===== src/rtl/metronome_gen_if.sv =====
// Control and display bundle of the metronome.
//   master: tempo controller side (run, keys, direct tempo load), reads the displays.
//   slave : metronome_gen, drives tempo, BCD digits, beat tick/index, click and LEDs.
// Ports: run, bpm_up_n, bpm_down_n, bpm_load, bpm_in[7:0] towards the metronome;
//        bpm[7:0], bpm_hund/tens/ones[3:0], beat_tick, beat_idx, accent, speaker,
//        led[NUM_LEDS-1:0], busy back from it.
interface metronome_gen_if #(
  parameter int NUM_LEDS = 8,
  parameter int BIDX_W   = 2
);
  logic                run;
  logic                bpm_up_n;
  logic                bpm_down_n;
  logic                bpm_load;
  logic [7:0]          bpm_in;
  logic [7:0]          bpm;
  logic [3:0]          bpm_hund;
  logic [3:0]          bpm_tens;
  logic [3:0]          bpm_ones;
  logic                beat_tick;
  logic [BIDX_W-1:0]   beat_idx;
  logic                accent;
  logic                speaker;
  logic [NUM_LEDS-1:0] led;
  logic                busy;

  modport master (
    output run, bpm_up_n, bpm_down_n, bpm_load, bpm_in,
    input  bpm, bpm_hund, bpm_tens, bpm_ones, beat_tick, beat_idx,
           accent, speaker, led, busy
  );

  modport slave (
    input  run, bpm_up_n, bpm_down_n, bpm_load, bpm_in,
    output bpm, bpm_hund, bpm_tens, bpm_ones, beat_tick, beat_idx,
           accent, speaker, led, busy
  );
endinterface


===== src/rtl/metronome_gen.sv =====
// Tempo generator: beat ticks, accented click, ping-pong LED sweep and a BCD tempo
// readout. Tempo is stepped by two raw keys or loaded directly; the sweep step length
// floor(CLK_HZ*60 / (bpm*S)) comes from a 32-cycle restoring divider.
// Ports: clock, reset (synchronous, active-low), bus (metronome_gen_if.slave).
module metronome_gen #(
  parameter int CLK_HZ        = 50000000,
  parameter int NUM_LEDS      = 8,
  parameter int BPM_MIN       = 40,
  parameter int BPM_MAX       = 240,
  parameter int BPM_STEP      = 10,
  parameter int BPM_DEFAULT   = 120,
  parameter int BEATS_PER_BAR = 4,
  parameter int CLICK_CYCLES  = 250000
) (
  input logic            clock,
  input logic            reset,
  metronome_gen_if.slave bus
);
  localparam int SWEEP  = 2 * (NUM_LEDS - 1);
  localparam int POS_W  = (SWEEP > 1) ? $clog2(SWEEP) : 1;
  localparam int BIDX_W = (BEATS_PER_BAR > 1) ? $clog2(BEATS_PER_BAR) : 1;

  localparam logic [31:0]       DIVIDEND   = 32'(longint'(CLK_HZ) * 64'd60);
  localparam logic [7:0]        MIN8       = 8'(BPM_MIN);
  localparam logic [7:0]        MAX8       = 8'(BPM_MAX);
  localparam logic [8:0]        STEP9      = 9'(BPM_STEP);
  localparam logic [7:0]        DOWN_FLOOR = 8'(BPM_MIN + BPM_STEP);
  localparam logic [POS_W-1:0]  POS_LAST   = POS_W'(SWEEP - 1);
  localparam logic [BIDX_W-1:0] BIDX_LAST  = BIDX_W'(BEATS_PER_BAR - 1);
  localparam logic [31:0]       CLICK_1    = 32'(CLICK_CYCLES);
  localparam logic [31:0]       CLICK_2    = 32'(2 * CLICK_CYCLES);

  // [0],[1] form the synchroniser, [2] holds the previous synchronised level
  logic [2:0]  up_sh, dn_sh;
  logic        press_up, press_dn;
  logic [7:0]  bpm_r, bpm_nx;
  logic [8:0]  up_sum;
  logic [3:0]  hund_r, tens_r, ones_r;

  logic        div_busy, div_done;
  logic [4:0]  div_cnt;
  logic [7:0]  div_bpm;
  logic [31:0] div_den, div_quo, div_rem;
  logic [32:0] rem_sh, rem_diff;
  logic        rem_ge;

  logic        step_valid, pend;
  logic [31:0] pend_val, step_cycles;
  logic [31:0] step_cnt, elapsed;
  logic [POS_W-1:0]  pos;
  logic [BIDX_W-1:0] bidx;
  logic        running, step_end, wrap, spk;
  logic [NUM_LEDS-1:0] led_v;

  assign press_up = up_sh[2] & ~up_sh[1];
  assign press_dn = dn_sh[2] & ~dn_sh[1];
  assign up_sum   = {1'b0, bpm_r} + STEP9;

  always_comb begin
    bpm_nx = bpm_r;
    if (bus.bpm_load) begin
      if (bus.bpm_in < MIN8)      bpm_nx = MIN8;
      else if (bus.bpm_in > MAX8) bpm_nx = MAX8;
      else                        bpm_nx = bus.bpm_in;
    end else if (press_up && !press_dn) begin
      bpm_nx = (up_sum > {1'b0, MAX8}) ? MAX8 : up_sum[7:0];
    end else if (press_dn && !press_up) begin
      bpm_nx = (bpm_r < DOWN_FLOOR) ? MIN8 : bpm_r - 8'(BPM_STEP);
    end
  end

  // One restoring step: shift the next dividend bit into the remainder and subtract
  // if it fits. The remainder is always below the divisor, so a borrow in bit 32
  // means the subtraction did not fit.
  assign rem_sh   = {div_rem, div_quo[31]};
  assign rem_diff = rem_sh - {1'b0, div_den};
  assign rem_ge   = ~rem_diff[32];
  // A finished result only counts if the tempo did not move under it
  assign div_done = div_busy && (div_cnt == 5'd31) && (bpm_r == div_bpm);

  assign running  = bus.run && step_valid;
  assign step_end = (step_cnt == step_cycles - 32'd1);
  assign wrap     = running && step_end && (pos == POS_LAST);
  assign spk      = running && (elapsed < ((bidx == '0) ? CLICK_2 : CLICK_1));

  // Ping-pong: LED i is lit at sweep positions i and S-i
  always_comb begin
    led_v = '0;
    for (int i = 0; i < NUM_LEDS; i++)
      led_v[i] = running && ((int'(pos) == i) || (int'(pos) == SWEEP - i));
  end

  always_ff @(posedge clock) begin
    if (!reset) begin
      up_sh  <= 3'b111;
      dn_sh  <= 3'b111;
      bpm_r  <= 8'(BPM_DEFAULT);
      hund_r <= 4'(BPM_DEFAULT / 100);
      tens_r <= 4'((BPM_DEFAULT / 10) % 10);
      ones_r <= 4'(BPM_DEFAULT % 10);
    end else begin
      up_sh  <= {up_sh[1:0], bus.bpm_up_n};
      dn_sh  <= {dn_sh[1:0], bus.bpm_down_n};
      bpm_r  <= bpm_nx;
      hund_r <= 4'(bpm_r / 8'd100);
      tens_r <= 4'((bpm_r / 8'd10) % 8'd10);
      ones_r <= 4'(bpm_r % 8'd10);
    end
  end

  // Reset primes the divider with the default tempo so it runs straight away
  always_ff @(posedge clock) begin
    if (!reset) begin
      div_busy <= 1'b1;
      div_cnt  <= '0;
      div_bpm  <= 8'(BPM_DEFAULT);
      div_den  <= 32'(BPM_DEFAULT * SWEEP);
      div_quo  <= DIVIDEND;
      div_rem  <= '0;
    end else if (bpm_r != div_bpm) begin
      div_busy <= 1'b1;
      div_cnt  <= '0;
      div_bpm  <= bpm_r;
      div_den  <= 32'(bpm_r) * 32'(SWEEP);
      div_quo  <= DIVIDEND;
      div_rem  <= '0;
    end else if (div_busy) begin
      div_rem  <= rem_ge ? rem_diff[31:0] : rem_sh[31:0];
      div_quo  <= {div_quo[30:0], rem_ge};
      div_cnt  <= div_cnt + 5'd1;
      if (div_cnt == 5'd31) div_busy <= 1'b0;
    end
  end

  // A new step length is applied at once while idle, otherwise held until the
  // current beat wraps so the beat in progress finishes at the old tempo.
  always_ff @(posedge clock) begin
    if (!reset) begin
      step_valid  <= 1'b0;
      pend        <= 1'b0;
      pend_val    <= '0;
      step_cycles <= '0;
    end else if (div_done) begin
      step_valid <= 1'b1;
      if (!running) begin
        step_cycles <= {div_quo[30:0], rem_ge};
        pend        <= 1'b0;
      end else begin
        pend_val <= {div_quo[30:0], rem_ge};
        pend     <= 1'b1;
      end
    end else if (pend && (!running || wrap)) begin
      step_cycles <= pend_val;
      pend        <= 1'b0;
    end
  end

  always_ff @(posedge clock) begin
    if (!reset || !running) begin
      step_cnt <= '0;
      pos      <= '0;
      bidx     <= '0;
      elapsed  <= '0;
    end else begin
      if (wrap)                  elapsed <= '0;
      else if (elapsed != CLICK_2) elapsed <= elapsed + 32'd1;
      if (step_end) begin
        step_cnt <= '0;
        if (pos == POS_LAST) begin
          pos  <= '0;
          bidx <= (bidx == BIDX_LAST) ? '0 : bidx + BIDX_W'(1);
        end else begin
          pos  <= pos + POS_W'(1);
        end
      end else begin
        step_cnt <= step_cnt + 32'd1;
      end
    end
  end

  assign bus.bpm       = bpm_r;
  assign bus.bpm_hund  = hund_r;
  assign bus.bpm_tens  = tens_r;
  assign bus.bpm_ones  = ones_r;
  assign bus.busy      = div_busy;
  // Counters sit at zero whenever stopped, so the first running cycle is a beat start
  assign bus.beat_tick = running && (step_cnt == '0) && (pos == '0);
  assign bus.beat_idx  = running ? bidx : '0;
  assign bus.speaker   = spk;
  assign bus.accent    = spk && (bidx == '0);
  assign bus.led       = led_v;
endmodule


===== src/flat_wrapper.sv =====
// flat-port wrapper written by rule: the top's interface ports become plain ports
module metronome_gen_flat 
#(
  parameter int CLK_HZ        = 50000000,
  parameter int NUM_LEDS      = 8,
  parameter int BPM_MIN       = 40,
  parameter int BPM_MAX       = 240,
  parameter int BPM_STEP      = 10,
  parameter int BPM_DEFAULT   = 120,
  parameter int BEATS_PER_BAR = 4,
  parameter int CLICK_CYCLES  = 250000
)
  (clock, reset, bus_run, bus_bpm_up_n, bus_bpm_down_n, bus_bpm_load, bus_bpm_in, bus_bpm, bus_bpm_hund, bus_bpm_tens, bus_bpm_ones, bus_beat_tick, bus_beat_idx, bus_accent, bus_speaker, bus_led, bus_busy);
  metronome_gen_if #(.NUM_LEDS(NUM_LEDS), .BIDX_W(2)) bus_i ();
  input logic clock;
  input logic reset;
  input wire logic [$bits(bus_i.run)-1:0] bus_run;
  input wire logic [$bits(bus_i.bpm_up_n)-1:0] bus_bpm_up_n;
  input wire logic [$bits(bus_i.bpm_down_n)-1:0] bus_bpm_down_n;
  input wire logic [$bits(bus_i.bpm_load)-1:0] bus_bpm_load;
  input wire logic [$bits(bus_i.bpm_in)-1:0] bus_bpm_in;
  output wire logic [$bits(bus_i.bpm)-1:0] bus_bpm;
  output wire logic [$bits(bus_i.bpm_hund)-1:0] bus_bpm_hund;
  output wire logic [$bits(bus_i.bpm_tens)-1:0] bus_bpm_tens;
  output wire logic [$bits(bus_i.bpm_ones)-1:0] bus_bpm_ones;
  output wire logic [$bits(bus_i.beat_tick)-1:0] bus_beat_tick;
  output wire logic [$bits(bus_i.beat_idx)-1:0] bus_beat_idx;
  output wire logic [$bits(bus_i.accent)-1:0] bus_accent;
  output wire logic [$bits(bus_i.speaker)-1:0] bus_speaker;
  output wire logic [$bits(bus_i.led)-1:0] bus_led;
  output wire logic [$bits(bus_i.busy)-1:0] bus_busy;
  assign bus_i.run = bus_run;
  assign bus_i.bpm_up_n = bus_bpm_up_n;
  assign bus_i.bpm_down_n = bus_bpm_down_n;
  assign bus_i.bpm_load = bus_bpm_load;
  assign bus_i.bpm_in = bus_bpm_in;
  assign bus_bpm = bus_i.bpm;
  assign bus_bpm_hund = bus_i.bpm_hund;
  assign bus_bpm_tens = bus_i.bpm_tens;
  assign bus_bpm_ones = bus_i.bpm_ones;
  assign bus_beat_tick = bus_i.beat_tick;
  assign bus_beat_idx = bus_i.beat_idx;
  assign bus_accent = bus_i.accent;
  assign bus_speaker = bus_i.speaker;
  assign bus_led = bus_i.led;
  assign bus_busy = bus_i.busy;
  metronome_gen #(.CLK_HZ(CLK_HZ), .NUM_LEDS(NUM_LEDS), .BPM_MIN(BPM_MIN), .BPM_MAX(BPM_MAX), .BPM_STEP(BPM_STEP), .BPM_DEFAULT(BPM_DEFAULT), .BEATS_PER_BAR(BEATS_PER_BAR), .CLICK_CYCLES(CLICK_CYCLES)) u_core (.clock(clock), .reset(reset), .bus(bus_i));
endmodule

===== config.mk =====
export PLATFORM = sky130hd
export DESIGN_NAME = metronome_gen_flat
export DESIGN_NICKNAME = d
export VERILOG_FILES = /design/src/rtl/metronome_gen_if.sv /design/src/rtl/metronome_gen.sv /design/src/flat_wrapper.sv
export SDC_FILE = /design/constraint.sdc
export NUM_CORES = 1
export LEC_CHECK = 0
export BUFFER_PORTS_ARGS = -buffer_cell sky130_fd_sc_hd__buf_2
export CAP_MARGIN = 10
export CORE_ASPECT_RATIO = 0.7
export CORE_MARGIN = 4
export CORE_UTILIZATION = 25
export DETAILED_ROUTE_END_ITERATION = 7
export GPL_ROUTABILITY_DRIVEN = 0
export GPL_TIMING_DRIVEN = 0
export MAX_ROUTING_LAYER = met4
export RECOVER_POWER = 100
export SETUP_SLACK_MARGIN = 0.4
export SYNTH_ARGS = -nofsm -noshare
export SYNTH_HDL_FRONTEND = slang
export SYNTH_SLANG_ARGS = --single-unit

===== constraint.sdc =====
create_clock -name clock -period 5.35 [get_ports clock]
set_input_delay 1.07 -clock clock [delete_from_list [all_inputs] [get_ports clock]]
set_output_delay 1.07 -clock clock [all_outputs]
set_load 0.01 [all_outputs]

==> impl_metrics.json, run 1 <==
{
  "ys_types": 96,
  "grt_overflow_total": 0,
  "die_w_um": 297,
  "status": "did not finish",
  "portBuffers": 44,
  "synth_ff_type": "dfxtp_1",
  "haltStage": "detailed routing (5_2_route)",
  "worst-ep-kind": "register data pin",
  "synth_cells": 1760,
  "synth_enable_flop_cells": 0,
  "ys_async_sr_fraction": 0,
  "dp_cells": 2555,
  "die_y_um": 210,
  "synth_top_cell_area_share": 0.340,
  "synth_seq_cells": 248,
  "num_rows": 73,
  "grt_antenna_before_repair": 0,
  "synth_area_leaders": "dfxtp_1, nor2_1, mux2i_1",
  "syn-cell-area_mm2": 0.0146,
  "yosysWarningCount": 0,
  "grt_usage": 0.125,
  "grt_pass1_vias": 12368,
  "grt_first_pass_wirelength_mm": 64.1,
  "dpl_cell_area_mm2": 0.0158,
  "clock_path_buffers": 3,
  "cts_made_buffers": 24,
  "root_buffer": "clkbuf_16",
  "tool.error": "[ERROR DRT-0255] Maze Route cannot find path of net clock in worker of routeBox ( 289800 0 ) ( 296865 48300 ).",
  "syn_avg_cell_area_um2": 8.30,
  "synth.most_common_cell": "nor2_1",
  "synth_commonest_cells": "nor2_1, dfxtp_1, nand2_1, a21oi_1, mux2i_1",
  "dp_hpwl_mm": 28.8,
  "synth_top_cell_by_area": "dfxtp_1",
  "grt_max_degree": 15,
  "cts_max_level": 1,
  "worstEndpointGrtRepair": "u_core.bus.bpm_tens[2]$_SDFF_PN0_/D",
  "cts.sinks": 248,
  "synth_seq_area_share": 0.340,
  "start_util": 0.255,
  "io_pins": 48
}
==> metal layers <==
layer / global-route usage
met5: -
met3: 0.0160
met2: 0.183
met1: 0.188
met4: 0.0180
==> cells by family after synthesis <==
group                      Yosys count  share of synthesized area
xor gates and xnor gates           150                     0.0900
and+or+nand+nor                    722                      0.231
buffers and inverters              142                     0.0406
DFF                                248                      0.340
other                                1                   0.000257
muxes                               88                     0.0607
adders and majority gates           77                     0.0706
AOI/OAI and AO/OA                  332                      0.167
==> per-stage QoR <==
step | worst slack (ns) | setup TNS (ns) | utilization
floorplan | 0.453 | 0 | -
global placement | -0.577 | -0.926 | 0.275
detailed placement | -0.717 | -1.28 | 0.275
CTS | 0.412 | 0 | 0.298
global route | 0.138 | 0 | 0.301
==> repair_timing <==
item / in CTS / in global routing
setup buffers: 23 / 15
gates resized for setup: 54 / 48
setup endpoints to repair: 7 / 80
pin swaps: 13 / 21
hold buffers: 0 / 0
==> inputs of run 2 (changes only) <==
Settings changed: CORE_ASPECT_RATIO 0.7 to not set, CORE_UTILIZATION 25 to 20, MAX_ROUTING_LAYER met4 to not set, PLACE_DENSITY_LB_ADDON set to 0.15, SETUP_SLACK_MARGIN 0.4 to not set.
Clock period 5.35 ns to 6.96 ns, I/O delays scaled along.
==> run 2 against run 1 <==
  * The run now ends clean
  * Global-route usage shrank 2.1 points
  * Synthesized area is the same
  * Synthesized cell count is the same
==> impl_metrics.json, run 2 <==
{
  "irDropWorstVdd_mv": 0.178,
  "fmax_mhz": 156,
  "clock_path_buffers": 3,
  "antenna_cells": 0,
  "viasPerCell": 4.37,
  "finalSetupViolCount": 0,
  "dp_hpwl_mm": 30.7,
  "insertion_delay_ns": 0.60,
  "crit_arrival_ns": 6.84,
  "grt_overflow_total": 0,
  "fin_skew_ns": 0.0302,
  "routedWlPerCell_um": 14.8,
  "ys_async_sr_fraction": 0,
  "portBuffers": 44,
  "dpl_cell_area_mm2": 0.0160,
  "grt_usage": 0.104,
  "num_rows": 98,
  "final_area_mm2": 0.0171,
  "crit_path_max_fanout": 10,
  "max_slew_margin": 0.295,
  "synth_commonest_cells": "nor2_1, dfxtp_1, nand2_1, a21oi_1, mux2i_1",
  "die_y_um": 278,
  "postCtsHoldBufs": 0,
  "synth.area.mux_share": 0.0607,
  "syn_avg_cell_area_um2": 8.30,
  "synth_seq_area_share": 0.340,
  "most-common-layout-cells": "nor2_1, dfxtp_1, nand2_1",
  "dieArea_mm2": 0.0774,
  "p_comb_frac": 0.195,
  "critPathKind": "reg2reg",
  "power_density_mw_per_mm2": 227,
  "vias": 12296,
  "dr.pass1.iters": 4,
  "critPathCaptureType": "register",
  "start_kind": "register",
  "core_area_mm2": 0.0720,
  "yosys.area_share.xor_xnor": 0.0900,
  "drt_iter0_markers": 518,
  "nFillCells": 7881,
  "drc_errors": 0,
  "p_switching_uw": 1170,
  "synth_top_cell_area_share": 0.340,
  "io_pins": 48,
  "ys_types": 96,
  "syn-cell-area_mm2": 0.0146,
  "leakage_uw": 0.00625,
  "drv_cap": 0,
  "dp_slack_ns": -0.293,
  "root_buffer": "clkbuf_16",
  "cts_made_buffers": 30,
  "cts.sinks": 248,
  "grt_first_pass_wirelength_mm": 66.8,
  "antenna_left": 0,
  "fin_crit_sh": 0.921,
  "yosysWarningCount": 0,
  "cp_data_required_time_ns": 7.39,
  "hold_path.class": "reg2reg",
  "clkPwrFrac": 0.415,
  "drt-total-wl_mm": 41.5,
  "switching_share": 0.301,
  "setup_slack_ns": 0.551,
  "synth_ff_type": "dfxtp_1",
  "synth_cells": 1760,
  "cts_tree": "yes",
  "synth_area_leaders": "dfxtp_1, nor2_1, mux2i_1",
  "synth_compound_area_frac": 0.167,
  "area_growth_pct": 16.9,
  "finalPower_uw": 3880,
  "start_util": 0.203,
  "seqPwrFrac": 0.391,
  "status": "finished, final reports clean",
  "grt_antenna_before_repair": 0,
  "synth_top_family_by_area": "simple AND/OR/NAND/NOR gates",
  "tightestPinTransition_ns": 1.05,
  "die_w_um": 278,
  "grt_pass1_vias": 11921,
  "cts.reportedPaths.clkPinSlew_ns": 0.06,
  "timing.hold.ws_ns": 0.404,
  "fin_crit_ns": 6.41,
  "timing_hold_violations_final": 0,
  "slew_violations": 0,
  "final_net_count": 1931,
  "grt_max_degree": 17,
  "final_common_cell": "nor2_1",
  "cts_max_level": 1,
  "synth_top_cell_by_area": "dfxtp_1",
  "synth_enable_flop_cells": 0,
  "synth_seq_cells": 248,
  "synth-adder-area-share": 0.0706,
  "drive_gt1_frac": 0.0887,
  "power.internal_uw": 2710,
  "yosys.area_share.simple": 0.231,
  "synth.most_common_cell": "nor2_1"
}
==> run 2: area by class of cell <==
type,instances,area [um2],area share
timing repair buffer,47,221,0.0130
multi-input combinational,1371,9070,0.532
clock inverter,7,87.6,0.00513
inverter,54,208,0.0122
buffer,88,393,0.0230
clock buffer,46,931,0.0545
tap,950,1190,0.0696
sequential,248,4970,0.291
==> run 2: cells by family after synthesis <==
kind of cell    count (synthesis)
mux                            88
simple gates                  722
xor+xnor                      150
compound gates                332
other cells                     1
fa+ha+maj                      77
flops                         248
buf+inv                       142
==> run 2: final timing paths <==
path	startpoint	to	slack, ns	cells past startpoint
hold reg to reg	u_core.dn_sh[0]	u_core.dn_sh[1]	0.40	1
setup reg to reg	u_core.bus.bpm[2]	u_core.bus.bpm_tens[2]	0.55	21
hold / removal	u_core.dn_sh[0]	u_core.dn_sh[1]	0.40	1
setup / recovery	u_core.bus.bpm[2]	u_core.bus.bpm_tens[2]	0.55	21
==> run 2: power groups by stage <==
stage | combinational [uW] | sequential (uW) | clock (uW)
4_1_cts | 761 | 1510 | 1670
2_1_floorplan | 543 | 1540 | 0
6_report | 755 | 1510 | 1610
3_5_place_dp | 753 | 1540 | 0
5_1_grt | 850 | 1520 | 1720
3_3_place_gp | 750 | 1540 | 0
==> run 2: stage by stage <==
| step | TNS (ns) | cells | utilization |
|---|---|---|---|
| global placement | -0.243 | 2755 | 0.223 |
| CTS | 0 | 2808 | 0.237 |
| global route | -0.0369 | 2811 | 0.237 |
| detailed placement | -0.293 | 2755 | 0.223 |
| finish | 0 | 2811 | 0.237 |
| floorplan | 0 | 1761 | - |
==> run 2: critical path, stage by stage, from the launching register on <==
cell	delay (ns)
dfxtp_2	0.52
clkbuf_1	0.45
clkinvlp_4	0.31
ha_1	0.32
nor2b_1	0.20
o21a_1	0.25
buf_6	0.16
o21ai_1	0.35
nand2_1	0.26
a211o_1	0.41
and2_1	0.18
buf_2	0.17
a21oi_1	0.25
a2bb2oi_2	0.35
o21a_1	0.21
o21ai_1	0.13
a211oi_2	0.40
o31ai_4	0.11
ha_1	0.32
a2111oi_0	0.32
nor2_1	0.10
a221oi_2	0.46
==> run 2: per-layer routing <==
metal  up-vias  track usage  wire, um
li1       6296            -         -
met1      5787        0.148     20800
met2       170        0.170     18700
met3        43       0.0159      1340
met4         0       0.0187       664
met5         -            0         0
==> run 2: what timing repair did <==
action,CTS,global route
setup buffers,0,3
gates resized for setup,2,9
setup endpoints to repair,1,1
gates cloned,0,0
No activity file was read; power rests on OpenSTA's default activity.
